### config.mk
export PLATFORM = sky130hd
export DESIGN_NAME = controle_cronometro
export DESIGN_NICKNAME = d
export VERILOG_FILES = /design/src/rtl/cronometro_pkg.sv /design/src/rtl/filtro_botao.sv /design/src/rtl/controle_cronometro.sv
export SDC_FILE = /design/constraint.sdc
export NUM_CORES = 1
export LEC_CHECK = 0
export BUFFER_PORTS_ARGS = -buffer_cell sky130_fd_sc_hd__buf_2
export CORE_ASPECT_RATIO = 1.2
export CORE_MARGIN = 3
export CORE_UTILIZATION = 61
export DETAILED_ROUTE_END_ITERATION = 8
export GPL_ROUTABILITY_DRIVEN = 0
export GPL_TIMING_DRIVEN = 0
export PLACE_DENSITY = 0.77
export SYNTH_ARGS = -nofsm -noshare
export SYNTH_HDL_FRONTEND = slang
export SYNTH_SLANG_ARGS = --single-unit
### constraint.sdc
create_clock -name clk -period 4.35 [get_ports clk]
set_clock_uncertainty 0.2 [all_clocks]
set_input_delay 0.2175 -clock clk [delete_from_list [all_inputs] [get_ports clk]]
set_output_delay 0.2175 -clock clk [all_outputs]
set_load 0.005 [all_outputs]
### src/rtl/cronometro_pkg.sv
// Stopwatch definitions shared by the control, counter and display blocks:
// state encoding, decoded button commands and the command priority rule.
package cronometro_pkg;

    typedef enum logic [1:0] {
        INICIO = 2'd0,
        CONTAR = 2'd1,
        PAUSAR = 2'd2,
        PARAR  = 2'd3
    } estado_t;

    typedef enum logic [1:0] {
        CMD_NENHUM,
        CMD_CONTA,
        CMD_PAUSA,
        CMD_PARA
    } comando_t;

    // Only the strongest command of a cycle survives; the others are dropped.
    function automatic comando_t prioriza(input logic conta, input logic pausa, input logic para);
        if (para)
            return CMD_PARA;
        else if (pausa)
            return CMD_PAUSA;
        else if (conta)
            return CMD_CONTA;
        else
            return CMD_NENHUM;
    endfunction

endpackage

### src/rtl/filtro_botao.sv
// One push button: 2-flop synchronizer, stable-level filter and rising-edge
// detector producing a single-cycle command pulse per accepted press.
module filtro_botao
    import cronometro_pkg::*;
#(
    parameter int CICLOS_FILTRO = 500000
) (
    input  logic clk,
    input  logic reset,
    input  logic botao,
    output logic pulso
);

    localparam int FW = $clog2(CICLOS_FILTRO + 1);
    localparam logic [FW-1:0] FILTRO_MAX = FW'(CICLOS_FILTRO - 1);

    logic          sync1_q, sync2_q;
    logic [1:0]    vld_q;
    logic          nivel_q, nivel_d;
    logic          armado_q, armado_d;
    logic [FW-1:0] cnt_q, cnt_d;
    logic          pulso_q, pulso_d;

    // NOTE: every _d signal gets a default first, so no latch can be inferred.
    always_comb begin
        nivel_d  = nivel_q;
        armado_d = armado_q;
        cnt_d    = '0;
        pulso_d  = 1'b0;
        // Until armed the counter measures a stable release; afterwards it
        // measures a stable change away from the accepted level.
        if (vld_q[1] && (sync2_q == (armado_q ? ~nivel_q : 1'b0))) begin
            if (cnt_q == FILTRO_MAX) begin
                if (armado_q) begin
                    nivel_d = ~nivel_q;
                    pulso_d = ~nivel_q;
                end
                armado_d = 1'b1;
            end else begin
                cnt_d = cnt_q + 1'b1;
            end
        end
    end

    // NOTE: sequential state is written with non-blocking assignments only.
    always_ff @(posedge clk or posedge reset) begin
        if (reset) begin
            sync1_q  <= 1'b0;
            sync2_q  <= 1'b0;
            vld_q    <= 2'b00;
            nivel_q  <= 1'b0;
            armado_q <= 1'b0;
            cnt_q    <= '0;
            pulso_q  <= 1'b0;
        end else begin
            sync1_q  <= botao;
            sync2_q  <= sync1_q;
            vld_q    <= {vld_q[0], 1'b1};
            nivel_q  <= nivel_d;
            armado_q <= armado_d;
            cnt_q    <= cnt_d;
            pulso_q  <= pulso_d;
        end
    end

    assign pulso = pulso_q;

endmodule

### src/rtl/controle_cronometro.sv
// Stopwatch control: debounced start/pause/stop commands drive a four-state
// FSM and a tenth-of-second prescaler that emits tick_decimo pulses.
module controle_cronometro
    import cronometro_pkg::*;
#(
    parameter int CICLOS_DECIMO = 5000000,
    parameter int CICLOS_FILTRO = 500000
) (
    input  logic       clk,
    input  logic       reset,
    input  logic       conta,
    input  logic       pausa,
    input  logic       para,
    output logic [1:0] estado,
    output logic       contando,
    output logic       tick_decimo,
    output logic       limpar,
    output logic       enable
);

    localparam int PW = $clog2(CICLOS_DECIMO);
    localparam logic [PW-1:0] PRESC_MAX = PW'(CICLOS_DECIMO - 1);

    logic cmd_conta, cmd_pausa, cmd_para;

    filtro_botao #(.CICLOS_FILTRO(CICLOS_FILTRO)) u_conta (
        .clk(clk), .reset(reset), .botao(conta), .pulso(cmd_conta)
    );
    filtro_botao #(.CICLOS_FILTRO(CICLOS_FILTRO)) u_pausa (
        .clk(clk), .reset(reset), .botao(pausa), .pulso(cmd_pausa)
    );
    filtro_botao #(.CICLOS_FILTRO(CICLOS_FILTRO)) u_para (
        .clk(clk), .reset(reset), .botao(para), .pulso(cmd_para)
    );

    comando_t      cmd;
    estado_t       estado_q, estado_d;
    logic [PW-1:0] presc_q, presc_d;
    logic          contando_q, contando_d;
    logic          tick_q, tick_d;
    logic          limpar_q, limpar_d;
    logic          enable_q, enable_d;

    always_comb begin
        cmd      = prioriza(cmd_conta, cmd_pausa, cmd_para);
        estado_d = estado_q;
        case (estado_q)
            INICIO: if (cmd == CMD_CONTA) estado_d = CONTAR;
            CONTAR: if (cmd == CMD_PAUSA) estado_d = PAUSAR;
                    else if (cmd == CMD_PARA) estado_d = PARAR;
            PAUSAR: if (cmd == CMD_CONTA) estado_d = CONTAR;
                    else if (cmd == CMD_PARA) estado_d = PARAR;
            PARAR:  if (cmd == CMD_CONTA) estado_d = INICIO;
        endcase

        // The cycle that leaves CONTAR for PAUSAR still counts, so a resume
        // continues the partial tenth where it stopped.
        if (estado_d == INICIO || estado_d == PARAR)
            presc_d = '0;
        else if (estado_q == CONTAR)
            presc_d = (presc_q == PRESC_MAX) ? '0 : presc_q + 1'b1;
        else
            presc_d = presc_q;

        contando_d = (estado_d == CONTAR);
        enable_d   = (estado_d != INICIO);
        tick_d     = (estado_q == CONTAR) && (estado_d == CONTAR) && (presc_q == PRESC_MAX);
        limpar_d   = (estado_q == PARAR) && (estado_d == INICIO);
    end

    always_ff @(posedge clk or posedge reset) begin
        if (reset) begin
            estado_q   <= INICIO;
            presc_q    <= '0;
            contando_q <= 1'b0;
            tick_q     <= 1'b0;
            limpar_q   <= 1'b0;
            enable_q   <= 1'b0;
        end else begin
            estado_q   <= estado_d;
            presc_q    <= presc_d;
            contando_q <= contando_d;
            tick_q     <= tick_d;
            limpar_q   <= limpar_d;
            enable_q   <= enable_d;
        end
    end

    assign estado      = estado_q;
    assign contando    = contando_q;
    assign tick_decimo = tick_q;
    assign limpar      = limpar_q;
    assign enable      = enable_q;

endmodule

Word level (Yosys, flattened, before mapping). Index checks and enable logic that the tools add are counted.

Logic and storage cells: 93. Register bits: 107. Output and inout bits: 6.

Reductions and logical operators: 17. Mux-type cells: 27. Bitwise gates (word level): 3. Add/sub/neg operators: 4. Equal/unequal tests: 15.

Operator list (number): 2-to-1 mux 19 bit (6); 2-to-1 mux 23 bit (3); adder 19 x 1 -> 19 bit (second input constant) (3); == test 19 bit (second input constant) (3); adder 23 x 1 -> 23 bit (second input constant) (1); == test 23 bit (second input constant) (1); 2-to-1 mux 2 bit (7); == test 2 bit (second input constant) (5); 2-to-1 mux 1 bit (10); AND reduction 3 bit (3); one-hot mux 2 bit (4 select lines) (1); == test 2 x 1 -> 1 bit (second input constant) (3); logical AND 1 bit (6); AND reduction 2 bit (3); logical NOT 2 bit (2); nonzero test 2 bit (2); == test 1 bit (3); NOT 1 bit (3); logical OR 1 bit (1).

Logic depth before layout (Yosys ltp).
Depth in word-level cells: 10. Mapped depth: 10. Depth with buffers taken out: 9.

Cells and area by module. From an unflattened synthesis, not the netlist that was laid out.

Cell total of the unflattened synthesis: 532. Area total of the unflattened synthesis: 5330.1 sq um.

By module, submodules not included: filtro_botao (times used 3, area each 1234.9 sq um, seq. area each 650.6 sq um, cells an instance 117); controle_cronometro (times used 1, area each 1625.3 sq um, seq. area each 725.7 sq um, cells an instance 181).

Least setup slack after synthesis. Ideal clock, no wire load.

Path kind: reg-to-reg. Start: register u_pausa.pulso_q, in the netlist u_pausa.pulso. End: register presc_q[5]. Arrival time: 2.046 ns. Stages on the path, launching flop included: 11. Required time: 4.031 ns. Setup slack: 1.986 ns. Period minus slack after synthesis: 2.364 ns. Buffers on the path: 1. Cell sequence: dfrtp_1 > nor2b_1 > nand2_1 > o21ai_0 > o22ai_1 > ha_1 > buf_1 > a21oi_1 > and3_1 > xnor2_1 > nor2_1.

Cells in the longest elaborated chain, start to end: 9.

Ends and longest elaborated chain: from (decl) (line filtro_botao.sv:22) `logic pulso_q, pulso_d;`; from (signal assigned) (line filtro_botao.sv:62) `pulso_q <= pulso_d;`; 2-to-1 mux 2 bit * (line cronometro_pkg.sv:23) `else if (pausa)`; 2-to-1 mux 2 bit * (line cronometro_pkg.sv:21) `if (para)`; == test 2 bit (line controle_cronometro.sv:50, controle_cronometro.sv:52); 2-to-1 mux 2 bit (line controle_cronometro.sv:50, controle_cronometro.sv:52); 2-to-1 mux 2 bit, on equally long branches (line controle_cronometro.sv:51, controle_cronometro.sv:49); one-hot mux 2 bit (4 select lines) * (line controle_cronometro.sv:47) `case (estado_q)`; == test 2 bit / logical NOT 2 bit (equally long branches) (line controle_cronometro.sv:58) `if (estado_d == INICIO || estado_d == PARAR)`; logical OR 1 bit * (line controle_cronometro.sv:58); 2-to-1 mux 23 bit / nonzero test 2 bit (equally long branches); to (signal assigned) (line controle_cronometro.sv:81) `presc_q <= presc_d;`; to (decl) (line controle_cronometro.sv:38) `logic [PW-1:0] presc_q, presc_d;`.

Every way passes the cells marked *; elsewhere a longest branch is shown, timed or not. A chain may end at the register's enable or synchronous reset.

Final worst setup path.
Start: register estado_q[1], in the netlist estado[1]. End: register presc_q[19].

Cells in the longest elaborated chain, start to end: 6.

Ends and longest elaborated chain: from (decl) (line controle_cronometro.sv:37) `estado_t estado_q, estado_d;`; from (signal assigned) (line controle_cronometro.sv:80) `estado_q <= estado_d;`; 2-to-1 mux 2 bit (line controle_cronometro.sv:50, controle_cronometro.sv:52); 2-to-1 mux 2 bit, on equally long branches (line controle_cronometro.sv:51, controle_cronometro.sv:49); one-hot mux 2 bit (4 select lines) (line controle_cronometro.sv:47); == test 2 bit / logical NOT 2 bit (equally long branches) (line controle_cronometro.sv:58); logical OR 1 bit (line controle_cronometro.sv:58); 2-to-1 mux 23 bit / nonzero test 2 bit (equally long branches).

Several ways; a longest one is shown, not always the timed one.

==> out/metrics.cfg <==
[outcome]
status=completed

[clocking]
cts_tree=done
clkSinkCount=103
clk_pin_slew_ns=0.10
cts_setup_buffers=0
clock-root-buffer=clkbuf_8
clk_latency_ns=0.36
numCtsBuffers=9
h-tree-depth=3
cts_max_path_buffers=2

[synth]
netlist_area_um2=4860
synth_cells=488
synth_top_area_share_pct=53.0
synth-edff-count=0
post_synth_num_cell_types=46
syn_avg_cell_area_um2=9.97
ys_seq_area_share_pct=53.0
synth_ff_type=dfrtp_1
synthMuxAreaShare_pct=0.206
yosysTopAreaCell=dfrtp_1
synth_common_cells=dfrtp_1 (103), nor2_1 (93), xor2_1 (44), nand3_1 (42), nand2_1 (38)
synth_xor_area_share_pct=13.1
synth_top_family_by_area=simple AND/OR/NAND/NOR gates
synth_adder_area_share_pct=1.54
synth-seq-cells=103
synthTopCellsByArea=dfrtp_1 (53%), xor2_1 (7.9%), nor2_1 (7.2%)
synth_fp_nets=499
async_flop_share_pct=100
synth_compound_area_share_pct=3.83
synth_most_common_cell=dfrtp_1
yosys_warnings=0
synth_simple_gate_area_share_pct=26.0

[grt]
globalRouteMet1Util_pct=25.9
grt-busiest-layer=met2
grt.overflow.total=0
antenna_found_initial=0
grt_pass1_vias=3319
use_met3_pct=3.74
grt_pass1_wl_um=14500
track_usage_pct=19.4
met2_usage_pct=31.3
grt_max_degree=60

[floorplan]
start_util_pct=63.1
boundaryPins=11
die_h_um=104
row_count=35
core_area_um2=7710
die_x_um=87.5
dieArea_um2=9090

[detailed_routing]
initialDrtViolationCount=143
routed_wl_um=8210
ant_nets=0
vias=3404
via_per_inst=5.57
wl_per_cell_um=13.4
drc=0
dr.pass1.iters=5

[run]
maxCapViolations=0

[critical_path]
r2r_slack_ns=1.58
crit_required_ns=4.39
cp-end-kind=flip-flop
worstPathMaxFanout=10
cp.arrival_ns=2.81
cp-start-kind=flip-flop
path_class=flip-flop to flip-flop

[timing]
holdWs_ns=0.149
fin_tns_setup_ns=0
max_freq_ghz=0.361
period_needed_ns=2.77
finalHoldViolCount=0
maxSlewHeadroom_pct=39.6
tightestPinTransition_ns=0.898
timing.final.crit_share_pct=63.7
rsz0062_at_grt=false
finalSetupViolCount=0
maxSlewViolCount=0

[placement]
io_buffers=10
hpwl_um=5720

[power]
leakage_uw=0.00224
vdd_drop_max_mv=0.259
power.density_nw_per_um2=296

[final_layout]
diodes=0
syn_to_final_growth_pct=8.59
layout.nets=525
fill_cells=606
layout-drive-gt1-share_pct=8.09

[min_path]
hp-class=flip-flop to flip-flop

cell type report:
type                       count  area (um2)  share of cell area [%]
tap                           92         115                    2.18
inverter                      15        58.8                    1.11
buffer                        10        53.8                    1.02
sequential                   103        2580                    48.8
clock inverter                 4        27.5                   0.521
multi-input combinational    360        2180                    41.2
timing repair buffer          15         118                    2.23
clock buffer                  12         155                    2.94
routing by layer:
metal  share of wire, %  vias up  routed length [um]
li1                   -     1691                   -
met1                 48     1663                3950
met2                 48       36                3910
met3                2.7       14                 223
met4                1.5        0                 125
met5                  0        -                   0
worst max-delay path, cell delays in order, from the launching register on:
cell and delay (ns):
dfrtp_1 0.44, nand2_1 0.10, nand2_1 0.07, o21ai_0 0.07, o22ai_1 0.20, ha_1 0.32
buf_1 0.30, a21oi_1 0.52, nand4_1 0.20, xor2_1 0.17, nor2_1 0.06
cells by family (layout without fill, tap and decap cells):
| logic type | Yosys count | in the layout |
|---|---|---|
| and+or+nand+nor | 259 | 259 |
| DFF | 103 | 103 |
| xor gates and xnor gates | 73 | 73 |
| buffers and inverters | 25 | 56 |
| AOI/OAI and AO/OA | 20 | 20 |
| adders and majority gates | 6 | 6 |
| other | 1 | 1 |
| muxes | 1 | 1 |
layout by cell type, fill, tap and decap left out, types with 2 or more instances in the layout:
cell type,instances
xor2_1,44
nand2_1,38
nor3_1,10
nor2_1,93
clkinv_2,2
nand2b_1,7
inv_1,14
clkbuf_1,4
nand3_1,42
and2_1,4
dfrtp_1,103
o31ai_1,2
a21o_1,2
nor2b_1,4
o21bai_1,2
buf_2,14
or2_2,3
nor4b_1,3
ha_1,6
and3_1,16
xnor2_1,29
o21ai_0,4
o2bb2ai_1,2
nand4_1,18
dlygate4sd3_1,4
clkbuf_8,11
nor4_1,12
sequential cells by signal, indices dropped and copies added (netlist names), 2 cells and up:
name           cells
presc_q           23
estado             2
u_para.cnt_q      19
u_conta.cnt_q     19
u_pausa.cnt_q     19
final timing paths:
check,startpoint,end,cells past startpoint
worst max-delay path,estado[1],presc_q[19],10
worst min-delay path,u_para.sync1_q,u_para.sync2_q,0
min in group asynchronous,reset,u_pausa.cnt_q[11],3
worst max register to register,estado[1],presc_q[19],10
max in group asynchronous,reset,u_conta.cnt_q[9],4
worst min register to register,u_para.sync1_q,u_para.sync2_q,0
per-stage QoR:
| step | power [uW] | util, % | setup WS [ns] | instances | cell area [um2] |
|---|---|---|---|---|---|
| after floorplan | 1010 | - | 1.23 | 488 | 4860 |
| after global placement | 1020 | 65.3 | 0.164 | 590 | 5030 |
| after detailed placement | 1030 | 65.6 | 1.61 | 591 | 5060 |
| after CTS | 1580 | 68.5 | 1.60 | 611 | 5280 |
| after global routing | 1630 | 68.5 | 1.29 | 611 | 5280 |
| final | 1560 | 68.5 | 1.58 | 611 | 5280 |
power breakdown:
group          internal [uW]  switching (uW)
registers                963            4.77
logic                   12.0            30.9
clock network            241             313
total                   1220             349
what timing repair did:
action / CTS / global route
gates resized for setup: 0 / 0
hold buffers: 4 / 0
hold endpoints to repair: 47 / 0
(Power assumes the default switching activity.)
